===== src/rtl/ws2812b_rx_64_pkg.sv =====
// Shared definitions for the 64-LED WS2812B link: receiver FSM encoding,
// default pulse-timing limits (in 50 MHz clock cycles) and frame geometry.
// The transmitter model uses the same constants, so both ends agree on them.
package ws2812b_rx_64_pkg;

    // Receiver states: SYNC waits for a clean latch gap, IDLE waits for the
    // first bit of a frame, HIGH measures a pulse, LOW measures the gap after it.
    typedef enum logic [1:0] {
        ST_SYNC = 2'd0,
        ST_IDLE = 2'd1,
        ST_HIGH = 2'd2,
        ST_LOW  = 2'd3
    } rx_state_t;

    // Longest high pulse still read as a 0 bit.
    localparam int T0H_MAX_DEF = 30;
    // Longest high pulse still read as a 1 bit; anything longer is a fault.
    localparam int T1H_MAX_DEF = 55;
    // High pulses shorter than this are line glitches.
    localparam int TH_MIN_DEF  = 8;
    // Low time that closes a frame (50 us at 50 MHz).
    localparam int TLATCH_DEF  = 2500;
    // Pixels per frame and bits per pixel (G7..G0, R7..R0, B7..B0).
    localparam int NLED_DEF    = 64;
    localparam int PIXEL_BITS  = 24;
    // Width of the pulse and gap measurement counters.
    localparam int WIDTH_BITS  = 16;

    // Counter increment that sticks at all-ones instead of wrapping, so a
    // line stuck in one level can never alias back to a short pulse.
    function automatic logic [WIDTH_BITS-1:0] sat_inc(input logic [WIDTH_BITS-1:0] value);
        return (value == {WIDTH_BITS{1'b1}}) ? value : value + 1'b1;
    endfunction

endpackage


===== src/rtl/ws2812b_pulse_meter.sv =====
// Front end of the WS2812B receiver: brings the asynchronous serial line into
// the clock domain, flags its edges, and measures how long it stays high and
// how long it stays low. The low counter is steered by the FSM so that a
// rejected glitch does not throw away the low time already accumulated.
module ws2812b_pulse_meter
    import ws2812b_rx_64_pkg::*;
(
    input  logic                  clk,
    input  logic                  rst_n,
    input  logic                  din,
    input  logic                  low_clr,
    output logic                  level,
    output logic                  rise,
    output logic                  fall,
    output logic [WIDTH_BITS-1:0] high_cnt,
    output logic [WIDTH_BITS-1:0] low_cnt
);

    logic [1:0]            sync_reg;
    logic                  prev_reg;
    logic [WIDTH_BITS-1:0] high_cnt_reg;
    logic [WIDTH_BITS-1:0] low_cnt_reg;

    // Two-flop synchronizer plus a one-cycle delayed copy for edge detection.
    always_ff @(posedge clk or negedge rst_n) begin
        if (!rst_n) begin
            sync_reg <= 2'b00;
            prev_reg <= 1'b0;
        end else begin
            sync_reg <= {sync_reg[0], din};
            prev_reg <= sync_reg[1];
        end
    end

    assign level = sync_reg[1];
    assign rise  = level & ~prev_reg;
    assign fall  = ~level & prev_reg;

    // High width: restarts at 1 on a rising edge and holds its value while
    // the line is low, so the FSM reads the finished width in the fall cycle.
    always_ff @(posedge clk or negedge rst_n) begin
        if (!rst_n) begin
            high_cnt_reg <= '0;
        end else if (level) begin
            high_cnt_reg <= rise ? WIDTH_BITS'(1) : sat_inc(high_cnt_reg);
        end
    end

    // Low width: counts low cycles and freezes during high cycles. The FSM
    // restarts it (to 1 in a low cycle, 0 in a high cycle) when a pulse is
    // accepted or while it is resynchronising.
    always_ff @(posedge clk or negedge rst_n) begin
        if (!rst_n) begin
            low_cnt_reg <= '0;
        end else if (low_clr) begin
            low_cnt_reg <= level ? '0 : WIDTH_BITS'(1);
        end else if (!level) begin
            low_cnt_reg <= sat_inc(low_cnt_reg);
        end
    end

    assign high_cnt = high_cnt_reg;
    assign low_cnt  = low_cnt_reg;

endmodule


===== src/rtl/ws2812b_rx_64.sv =====
// WS2812B receiver for frames of up to NLED pixels. Decodes high-pulse widths
// into bits, assembles 24-bit pixels (first received bit in pixel_data[0]),
// and reports pixel strobes, frame completion on the latch gap, and faults.
module ws2812b_rx_64
    import ws2812b_rx_64_pkg::*;
#(
    parameter int T0H_MAX = T0H_MAX_DEF,
    parameter int T1H_MAX = T1H_MAX_DEF,
    parameter int TH_MIN  = TH_MIN_DEF,
    parameter int TLATCH  = TLATCH_DEF,
    parameter int NLED    = NLED_DEF
)
(
    input  logic                  clk,
    input  logic                  rst_n,
    input  logic                  din,
    output logic [0:PIXEL_BITS-1] pixel_data,
    output logic [5:0]            pixel_index,
    output logic                  pixel_valid,
    output logic                  frame_done,
    output logic [6:0]            pixel_count,
    output logic                  error
);

    localparam logic [WIDTH_BITS-1:0] T0H_LIM    = WIDTH_BITS'(T0H_MAX);
    localparam logic [WIDTH_BITS-1:0] T1H_LIM    = WIDTH_BITS'(T1H_MAX);
    localparam logic [WIDTH_BITS-1:0] TH_MIN_LIM = WIDTH_BITS'(TH_MIN);
    localparam logic [WIDTH_BITS-1:0] TLATCH_LIM = WIDTH_BITS'(TLATCH);
    localparam logic [6:0]            NLED_LIM   = 7'(NLED);
    localparam logic [4:0]            LAST_BIT   = 5'(PIXEL_BITS - 1);

    // Pulse measurement front end.
    logic                  level;
    logic                  rise;
    logic                  fall;
    logic                  low_clr;
    logic [WIDTH_BITS-1:0] high_cnt;
    logic [WIDTH_BITS-1:0] low_cnt;

    // FSM state and frame bookkeeping.
    rx_state_t             state_reg;
    logic                  from_low_reg;
    logic [4:0]            bit_cnt_reg;
    logic [6:0]            pix_cnt_reg;
    logic [0:PIXEL_BITS-1] shift_reg;

    // Registered outputs.
    logic [0:PIXEL_BITS-1] pixel_data_reg;
    logic [5:0]            pixel_index_reg;
    logic                  pixel_valid_reg;
    logic                  frame_done_reg;
    logic [6:0]            pixel_count_reg;
    logic                  error_reg;

    // Decode helpers for the pulse that ends in the current cycle.
    logic                  pulse_glitch;
    logic                  pulse_too_long;
    logic                  bit_value;
    logic [0:PIXEL_BITS-1] shift_next;
    logic                  latch_gap;
    logic [6:0]            pix_cnt_inc;
    logic [6:0]            pix_cnt_clamped;

    ws2812b_pulse_meter u_meter (
        .clk      (clk),
        .rst_n    (rst_n),
        .din      (din),
        .low_clr  (low_clr),
        .level    (level),
        .rise     (rise),
        .fall     (fall),
        .high_cnt (high_cnt),
        .low_cnt  (low_cnt)
    );

    assign pulse_glitch    = (high_cnt < TH_MIN_LIM);
    assign pulse_too_long  = (high_cnt > T1H_LIM);
    assign bit_value       = (high_cnt > T0H_LIM);
    assign shift_next      = {shift_reg[1:PIXEL_BITS-1], bit_value};
    assign latch_gap       = (low_cnt >= TLATCH_LIM);
    assign pix_cnt_inc     = (pix_cnt_reg == 7'h7F) ? pix_cnt_reg : pix_cnt_reg + 7'd1;
    assign pix_cnt_clamped = (pix_cnt_reg > NLED_LIM) ? NLED_LIM : pix_cnt_reg;

    // Restart the low-time measurement while resynchronising on a high line,
    // and when a real (non-glitch) pulse ends: its fall cycle is low cycle 1.
    assign low_clr = ((state_reg == ST_SYNC) && level) ||
                     ((state_reg == ST_HIGH) && fall && !pulse_glitch);

    // Receiver FSM: bit decode, pixel assembly, frame close and fault handling.
    // A pixel strobe is issued from HIGH and a frame close from LOW, with the
    // low counter at least 1 in between, so the two strobes always land in
    // different cycles with the pixel first.
    always_ff @(posedge clk or negedge rst_n) begin
        if (!rst_n) begin
            state_reg       <= ST_SYNC;
            from_low_reg    <= 1'b0;
            bit_cnt_reg     <= '0;
            pix_cnt_reg     <= '0;
            shift_reg       <= '0;
            pixel_data_reg  <= '0;
            pixel_index_reg <= '0;
            pixel_valid_reg <= 1'b0;
            frame_done_reg  <= 1'b0;
            pixel_count_reg <= '0;
            error_reg       <= 1'b0;
        end else begin
            pixel_valid_reg <= 1'b0;
            frame_done_reg  <= 1'b0;
            error_reg       <= 1'b0;
            case (state_reg)
                ST_SYNC: begin
                    bit_cnt_reg <= '0;
                    pix_cnt_reg <= '0;
                    if (latch_gap) begin
                        // A rise in the very cycle the gap completes still
                        // starts the first bit.
                        if (rise) begin
                            state_reg    <= ST_HIGH;
                            from_low_reg <= 1'b0;
                        end else begin
                            state_reg <= ST_IDLE;
                        end
                    end
                end
                ST_IDLE: begin
                    bit_cnt_reg <= '0;
                    pix_cnt_reg <= '0;
                    if (rise) begin
                        state_reg    <= ST_HIGH;
                        from_low_reg <= 1'b0;
                    end
                end
                ST_HIGH: begin
                    if (pulse_too_long) begin
                        // Over-long pulse: drop the partial pixel and wait for
                        // a full latch gap before trusting the line again.
                        error_reg   <= 1'b1;
                        state_reg   <= ST_SYNC;
                        bit_cnt_reg <= '0;
                        pix_cnt_reg <= '0;
                    end else if (fall) begin
                        if (pulse_glitch) begin
                            state_reg <= from_low_reg ? ST_LOW : ST_IDLE;
                        end else begin
                            shift_reg <= shift_next;
                            state_reg <= ST_LOW;
                            if (bit_cnt_reg == LAST_BIT) begin
                                bit_cnt_reg <= '0;
                                pix_cnt_reg <= pix_cnt_inc;
                                if (pix_cnt_reg < NLED_LIM) begin
                                    pixel_data_reg  <= shift_next;
                                    pixel_index_reg <= pix_cnt_reg[5:0];
                                    pixel_valid_reg <= 1'b1;
                                end else if (pix_cnt_reg == NLED_LIM) begin
                                    // Only the first excess pixel is flagged.
                                    error_reg <= 1'b1;
                                end
                            end else begin
                                bit_cnt_reg <= bit_cnt_reg + 5'd1;
                            end
                        end
                    end
                end
                ST_LOW: begin
                    if (rise) begin
                        state_reg    <= ST_HIGH;
                        from_low_reg <= 1'b1;
                    end else if (latch_gap) begin
                        frame_done_reg  <= 1'b1;
                        pixel_count_reg <= pix_cnt_clamped;
                        error_reg       <= (bit_cnt_reg != 5'd0);
                        bit_cnt_reg     <= '0;
                        pix_cnt_reg     <= '0;
                        state_reg       <= ST_IDLE;
                    end
                end
                default: begin
                    state_reg <= ST_SYNC;
                end
            endcase
        end
    end

    assign pixel_data  = pixel_data_reg;
    assign pixel_index = pixel_index_reg;
    assign pixel_valid = pixel_valid_reg;
    assign frame_done  = frame_done_reg;
    assign pixel_count = pixel_count_reg;
    assign error       = error_reg;

endmodule


===== config.mk =====
export PLATFORM = sky130hd
export DESIGN_NAME = ws2812b_rx_64
export DESIGN_NICKNAME = d
export VERILOG_FILES = /design/src/rtl/ws2812b_rx_64_pkg.sv /design/src/rtl/ws2812b_pulse_meter.sv /design/src/rtl/ws2812b_rx_64.sv
export SDC_FILE = /design/constraint.sdc
export NUM_CORES = 1
export LEC_CHECK = 0
export ABC_AREA = 1
export CAP_MARGIN = 20
export CORE_ASPECT_RATIO = 0.6
export CORE_UTILIZATION = 31
export CTS_BUF_LIST = sky130_fd_sc_hd__clkbuf_16
export CTS_CLUSTER_SIZE = 16
export DETAILED_ROUTE_END_ITERATION = 8
export PLACE_DENSITY = 0.53
export SLEW_MARGIN = 0
export SYNTH_ARGS = -nofsm -noshare
export SYNTH_HDL_FRONTEND = slang
export SYNTH_SLANG_ARGS = --single-unit

===== constraint.sdc =====
create_clock -name clk -period 4.5 [get_ports clk]
set_input_delay 0.9 -clock clk [delete_from_list [all_inputs] [get_ports clk]]
set_output_delay 0.9 -clock clk [all_outputs]
set_load 0.02 [all_outputs]

==> impl_metrics.tcl <==
set metrics [dict create \
    maxSlewViolCount 0 \
    drv_cap 0 \
    min_period_over_period_pct 58.86 \
    synth_edf_count 0 \
    reg2reg_depth 7 \
    post_cts_buffers 0 \
    fin_tns_setup_ps 0 \
    groute.usage.overall_pct 15.87 \
    htreeDepth 4 \
    worstPathRequired_ps 4790 \
    cp_common_cell "o21ai_0" \
    synth.most_common_cell "nand2_1" \
    cts_max_path_buffers 2 \
    firstDrtPassIters 5 \
    ys_ff_latch 113 \
    via_per_inst 4.605 \
    clk_latency_ps 420 \
    n_antenna_cell 0 \
    cts.sinks 113 \
    ys.flop_type "dfrtp_1" \
    dpl.hpwl_mm 9.463 \
    reg2reg_slack_ps 1850 \
    cts_root_buf "clkbuf_16" \
    vias 4716 \
    synth_fp_nets 739 \
    antenna_found_initial 0 \
    skew_ps 11.31 \
    yosysWarnings 0 \
    wl_per_cell_um 13.22 \
    setup_slack_ps 1851 \
    nets 785 \
    port_buffers 42 \
    syn_area_um2 5713 \
    fin_util_pct 38.67 \
    crit_arrival_ps 2930 \
    largest_register_ffs 24 \
    row_count 38 \
    p_total_mw 2.654 \
    ant_nets 0 \
    die_area_um2 18990 \
    grt_max_degree 61 \
    status "finished, final reports clean" \
    ctsHoldBuffers 0 \
    place_ws_ps 1842 \
    grt_first_pass_wirelength_mm 23.30 \
    initial_utilization_pct 31.62 \
    hold_violations 0 \
    cp-end-kind "flip-flop" \
    worstPathMaxFanout 17 \
    slowest_stage "clkinv_1" \
    min_path_type "flip-flop to flip-flop" \
    routed_wl_mm 13.54 \
    die_w_um 177.3 \
    worst-path-buf-inv 3 \
    grt_pass1_vias 4433 \
    cts-resized-gates 0 \
    async_flop_share_pct 100.0 \
    min_to "u_meter.sync_reg[1]" \
    start_kind "flip-flop" \
    drt_iter0_drc 417 \
    layout-drive-gt1-share_pct 6.505 \
    num_io_pins 43 \
    area_growth_pct 22.30 \
    setup_viol 0 \
    die_h_um 107.2 \
    routabilityCongestion 0.8575 \
    hp-start "u_meter.sync_reg[0]" \
    syn_area_per_cell_um2 7.880 \
    hold_path_depth 0 \
    critical-path-max-stage-delay_ps 600 \
    p_leak_nw 3.257 \
    slew_headroom_pct 47.72 \
    drcViolationCount 0 \
    path_delay_family "simple AND/OR/NAND/NOR gates" \
    fmax_ghz 0.3776 \
    synth.largest_area_cell "dfrtp_1" \
    synth_cell_types 37 \
    finalCriticalPeriod_ps 2649 \
    path_clk_slew_ps 50 \
    rsz0062_at_grt "no" \
    synth.area.top_cells "dfrtp_1 (49%), nand2_1 (16%), nand3_1 (5.6%), o21ai_0 (4.7%), inv_1 (4.3%)" \
    grt_overflow 0 \
    core_region_area_um2 18070 \
    numCtsBuffers 17 \
    vdd_drop_max_mv 0.2838 \
    yosys-top-cells-count "nand2_1 (238), dfrtp_1 (113), inv_1 (65), nand3_1 (64), nor2_1 (60)" \
    cts_tree "yes" \
    syn_inst 725 \
    worst_slew_pin_slew_ps 784.1 \
    cp_cell_sequence "inv_2, nor2_1, clkinv_1, nand3_1, inv_1, o21ai_0, o21ai_0" \
    ys_seq_area_share_pct 49.50 \
    r2r-start "u_meter.sync_reg[1]" \
    crit_type "flip-flop to flip-flop" \
    synth_top_area_share_pct 49.50 \
    rr_endpoint "error" \
    power_density_nw_per_um2 379.8 \
]
-- routing by layer --
metal | up-vias | wire [um] | GRT usage [%]
li1 | 2435 | - | -
met1 | 2170 | 7992 | 26.13
met2 | 94 | 4693 | 18.53
met3 | 17 | 688 | 4.362
met4 | 0 | 163 | 5.311
met5 | - | 0 | 0
-- where the power goes --
part	leakage (nW)	switching [mW]	internal [mW]
Combinational	1.36	0.0697	0.0255
Sequential	1.57	0.0200	1.03
Clock	0.327	0.483	1.03
-- stage by stage --
step | instances | hold WS (ps) | cell area [um2]
after detailed placement | 992 | 369.1 | 6337
after CTS | 1024 | 382.1 | 6987
after floorplan | 725 | 331.2 | 5713
final | 1024 | 381.3 | 6987
after global routing | 1024 | 383.1 | 6987
after global placement | 992 | 373.1 | 6337
-- cells in the final DEF (no fill, tap or decap), types with 4 or more instances in the layout --
cell type / count
a21oi_1: 6
buf_4: 4
bufinv_16: 6
clkbuf_16: 17
clkdlybuf4s50_1: 41
dfrtp_1: 113
ha_1: 11
inv_1: 69
nand2_1: 238
nand3_1: 64
nand4_1: 18
nor2_1: 60
nor2_2: 4
nor3_1: 15
o21ai_0: 54
o21ai_1: 15
xnor2_1: 4
xor2_1: 11
-- cell type report --
cell class	instances	area, um2
clock buffer	17	425.4
clock inverter	15	224.0
fill	1850	11080
inverter	71	270.3
multi-input combinational	523	2499
sequential	113	2828
tap	240	300.3
timing repair buffer	45	440.4
-- cells by family (layout without fill, tap and decap cells) --
kind of cell    after synthesis  count (layout)  share of synthesized area, %
compound gates               82              82                         7.687
buf+inv                      89             148                         6.767
flops                       113             113                         49.50
simple gates                415             415                         31.34
fa+ha+maj                    11              11                         2.409
xor+xnor                     15              15                         2.300
-- worst max path at each step --
stage               cells past startpoint                start              to  slack [ps]
finish                                  7  u_meter.sync_reg[1]           error        1850
global route                            7  u_meter.sync_reg[1]           error        1470
CTS                                     7  u_meter.sync_reg[1]           error        1830
detailed placement                      7  u_meter.sync_reg[1]           error        1840
global placement                        7  u_meter.sync_reg[1]           error        1760
floorplan                               9         state_reg[0]  pixel_data[14]        2770
Power figures use the tool's default switching activity.
